`src/rtl/bin_to_bcd_seq.sv`:
```
// rtl/bin_to_bcd_seq.sv - sequential 14-bit binary to 4-digit packed BCD converter
// Double-dabble, one iteration per clock; result register updated only on the final iteration.
module bin_to_bcd_seq #(
  parameter int WIDTH = 14
) (
  input  logic             clk,
  input  logic             rst,
  input  logic             start,
  input  logic [WIDTH-1:0] bin,
  output logic             busy,
  output logic             done,
  output logic [15:0]      bcds,
  output logic             ovf
);

  typedef enum logic {IDLE, SHIFT} state_t;

  localparam logic [WIDTH-1:0] MAX_VAL = WIDTH'(9999);
  localparam logic [3:0]       LAST_IT = 4'(WIDTH - 1);

  state_t             state_q, state_d;
  logic [3:0]         cnt_q, cnt_d;
  logic [15:0]        scratch_q, scratch_d;
  logic [WIDTH-1:0]   opnd_q, opnd_d;
  logic               povf_q, povf_d;
  logic [15:0]        bcds_q, bcds_d;
  logic               ovf_q, ovf_d;
  logic               done_q, done_d;
  logic [15:0]        adj;
  logic [WIDTH+15:0]  cat;

  // Per-nibble add-3 correction, no carry between digits, then one-bit shift of {scratch, operand}.
  always_comb begin
    adj = scratch_q;
    for (int n = 0; n < 4; n++) begin
      if (scratch_q[4*n +: 4] >= 4'd5) begin
        adj[4*n +: 4] = scratch_q[4*n +: 4] + 4'd3;
      end
    end
    cat = {adj, opnd_q} << 1;
  end

  always_comb begin
    state_d   = state_q;
    cnt_d     = cnt_q;
    scratch_d = scratch_q;
    opnd_d    = opnd_q;
    povf_d    = povf_q;
    bcds_d    = bcds_q;
    ovf_d     = ovf_q;
    done_d    = 1'b0;
    case (state_q)
      IDLE: begin
        cnt_d     = 4'd0;
        scratch_d = 16'h0000;
        if (start) begin
          state_d = SHIFT;
          if (bin > MAX_VAL) begin
            opnd_d = MAX_VAL;
            povf_d = 1'b1;
          end else begin
            opnd_d = bin;
            povf_d = 1'b0;
          end
        end
      end
      SHIFT: begin
        scratch_d = cat[WIDTH+15:WIDTH];
        opnd_d    = cat[WIDTH-1:0];
        cnt_d     = cnt_q + 4'd1;
        if (cnt_q == LAST_IT) begin
          bcds_d  = cat[WIDTH+15:WIDTH];
          ovf_d   = povf_q;
          done_d  = 1'b1;
          cnt_d   = 4'd0;
          state_d = IDLE;
        end
      end
      default: state_d = IDLE;
    endcase
  end

  always_ff @(posedge clk) begin
    if (rst) begin
      state_q   <= IDLE;
      cnt_q     <= 4'd0;
      scratch_q <= 16'h0000;
      opnd_q    <= '0;
      povf_q    <= 1'b0;
      bcds_q    <= 16'h0000;
      ovf_q     <= 1'b0;
      done_q    <= 1'b0;
    end else begin
      state_q   <= state_d;
      cnt_q     <= cnt_d;
      scratch_q <= scratch_d;
      opnd_q    <= opnd_d;
      povf_q    <= povf_d;
      bcds_q    <= bcds_d;
      ovf_q     <= ovf_d;
      done_q    <= done_d;
    end
  end

  assign busy = (state_q == SHIFT);
  assign done = done_q;
  assign bcds = bcds_q;
  assign ovf  = ovf_q;

endmodule

```
`config.mk`:
```
export PLATFORM = sky130hd
export DESIGN_NAME = bin_to_bcd_seq
export DESIGN_NICKNAME = d
export VERILOG_FILES = /design/src/rtl/bin_to_bcd_seq.sv
export SDC_FILE = /design/constraint.sdc
export NUM_CORES = 1
export LEC_CHECK = 0
export CAP_MARGIN = 20
export CORE_MARGIN = 5
export CORE_UTILIZATION = 45
export DETAILED_ROUTE_END_ITERATION = 12
export DONT_BUFFER_PORTS = 1
export PLACE_DENSITY_LB_ADDON = 0.25
export SYNTH_ARGS = -nofsm -noshare
export SYNTH_HDL_FRONTEND = slang
export SYNTH_SLANG_ARGS = --single-unit
```
`constraint.sdc`:
```
create_clock -name clk -period 2.97 [get_ports clk]
set_input_delay 0.1485 -clock clk [delete_from_list [all_inputs] [get_ports clk]]
set_output_delay 0.1485 -clock clk [all_outputs]
set_load 0.03 [all_outputs]
```
==> results.md <==
* DR pass1 iterations at 4
* Post-synth ARST share at 0
* Final setup vio count at 0
* Met1 global-route usage at 0.1830
* GR peak layer: met2
* Hold path depth at 2
* Dpl ws at 1.316 ns
* Synth Net Count at ~270
* TNS Setup at 0 ns
* Die area at 6513 sq um
* Initial Util at 0.4701
* Top-count cell post-synth: dfxtp_1
* Largest net degree at the start of global routing at 23
* Max clock buf depth at 2
* First-pass GRT wire length at about 7000 um
* Hold_sp: rst
* CP required at 3.17 ns
* Mapped Area at 2250 sq um
* Fin util at 0.5119
* R2R Setup Slk at 1.05 ns
* Count of different cell masters after synthesis at 31
* Final critical-path share of the clock period at 0.6470
* Slew margin rel. at 0.6775
* DR vias/cell at 5.167
* # IOs at 36
* WS Path Type: reg -> reg
* Cells after synthesis at ~240
* Routed WL per cell at between 10 and 15 um
* Post-CTS setup buffer count at 0
* GPL Wtd Cong at 0.7836
* Worst EP arrival at 2.12 ns
* DRT antenna net count at 0
* Peak Freq at around 520 MHz
* GR Util met3 at 0.05269
* Number of synthesized flops with an enable pin at 0
* Max capacitance violation total at 0
* Flops & latches, synth at 54
* CTS H-tree depth at 2
* CTS root buf: clkbuf_8
* Port buffer count at 0
* Vias at 1,612
* Max FO, Critical Path at 22
* LEAKAGE at 0.9381 nW
* FP Rows at 25
* Least-Margin Pin Slew at 0.4827 ns
* WL final at 4221 um
* Slew Viols, Final at 0
* Setup crit start kind: register
* Diode count at 0
* Worst R2R Start: busy
* Top_reg_cell synth: dfxtp_1
* Ys Warns at 0
* Worst-path clk slew at 0.10 ns
* PwrDens at 541.0 nW/um^2
* Top cells by count, synth: 54 x dfxtp_1, 32 x a21oi_1, 23 x nor2_1, 14 x nand2_1, 14 x o21ai_0
* Multi-input logic area at 1064 sq um
* Total grt overflow at 0
* Proportion of layout cells with a drive suffix above 1 at 0.05306
* Antenna violations before repair at 0
* Width of the die at slightly above 80 um
* # DRC at 0
* Post-DP HPWL at 2965 um
* Tot GR Track Use at 0.1421
* GR Util met2 at 0.2119
* Min-Delay Path Class: in -> reg
* RSZ-0062 raised after global routing: no
* CTS tree: built
* RR Endpoint: opnd_q[4]
* Initial DRC count at between 60 and 70
* CTS buffer count at 5
* Clock skew at 0.008427 ns
* Layout area overhead at 8.899%
* Die Height at approximately 80 um
* Seq/Total Area, Yosys at 0.4805
* Power after layout at between 1 and 1.5 mW
* Tmin final at 1.921 ns
* Core region area at between 4000 and 5000 sq um
* Fillers at 463
* Yosys top cell by area: dfxtp_1
* R2R depth at 5
* Outcome: finished clean
* Hold EP: povf_q
* Hold Fails Final Rpt at 0
* Post-Synthesis Mean Instance Area at 9.335 sq um
* Sequential Area at 1081 sq um
* CP Capture Type: register
* Vias in the first global route at 1,555
* Clock sinks at 54
* Clock latency on the worst-skew pair at approximately 0.30 ns
* Fin nets at 272
* Final worst slack at between 1 and 1.5 ns
* Top cells by area, synth: dfxtp_1 48%, a21oi_1 7.1%, ha_1 5.6%, mux2i_1 4.9%, a22o_1 4.7%
* Hold_ws at between 0.015 and 0.02 ns
* Yosys top cell area share at 0.4805
* VDD IR max at ~0.21 mV
## metal layers
metal / vias to the layer above / wire length (um)
met1: 744 / 2010
met4: 0 / 61
met5: - / 0
met2: 28 / 1911
li1: 836 / -
met3: 4 / 237
## what timing repair did
item | in CTS | in global routing
resized for setup | 0 | 0
endpoints found under the hold margin | 15 | 0
hold buffers | 6 | 0
## critical path: stages, from the launching register on
cell           delay [ns]
dfxtp_1              0.58
buf_4                0.36
nor3b_1              0.09
a21oi_1              0.12
a21oi_1              0.08
dlygate4sd3_1        0.58
## logic make-up after synthesis
| group | synth area share |
|---|---|
| compound gates | 0.1741 |
| simple gates | 0.1696 |
| xor+xnor | 0.01947 |
| fa+ha+maj | 0.05562 |
| flops | 0.4805 |
| buf+inv | 0.04672 |
| mux | 0.05395 |
## state kept, by name, indices dropped and copies added, names as in the netlist
| name | cells |
|---|---|
| bcds | 16 |
| scratch_q | 16 |
| opnd_q | 14 |
| cnt_q | 4 |
| busy | 1 |
| done | 1 |
| ovf | 1 |
| povf_q | 1 |
## how the worst max path moves through the flow
stage,startpoint,endpoint,cells after the start
global placement,cnt_q[1],bcds[13],5
floorplan,cnt_q[1],bcds[1],8
global route,busy,opnd_q[4],5
detailed placement,cnt_q[1],bcds[9],5
finish,busy,opnd_q[4],5
CTS,busy,opnd_q[4],5
## stage by stage
step                      cells  instance area, sq um
final                       312                  2450
after global routing        312                  2450
after CTS                   312                  2450
after detailed placement    299                  2277
after global placement      299                  2277
after floorplan             241                  2250
## final cells by class
type | instances | area share
Sequential cell | 54 | 0.4413
Multi-Input combinational cell | 166 | 0.4341
Tap cell | 67 | 0.03422
Clock buffer | 6 | 0.03371
Timing Repair Buffer | 7 | 0.02758
Inverter | 11 | 0.01685
Clock inverter | 1 | 0.01226
## layout by cell type (no fill, tap or decap), drive strengths merged, types with 2 or more instances in the layout
cell,n
xnor2,5
nand2b,8
mux2i,11
inv,11
nand4b,2
dfxtp,54
nor2,23
o21ai,17
nor3b,7
nand3,6
a21oi,33
dlygate4sd3,6
ha,10
clkbuf,6
nand2,15
a22o,12
and2b,2
nand3b,2
and2,7
## where the power goes
| part | leakage, nW | internal [mW] | switching, mW |
|---|---|---|---|
| Sequential | 0.438 | 0.741 | 0.0127 |
| Combinational | 0.443 | 0.0322 | 0.0382 |
| Clock | 0.0573 | 0.270 | 0.232 |
Note: power is estimated with default switching activity, not from simulation.
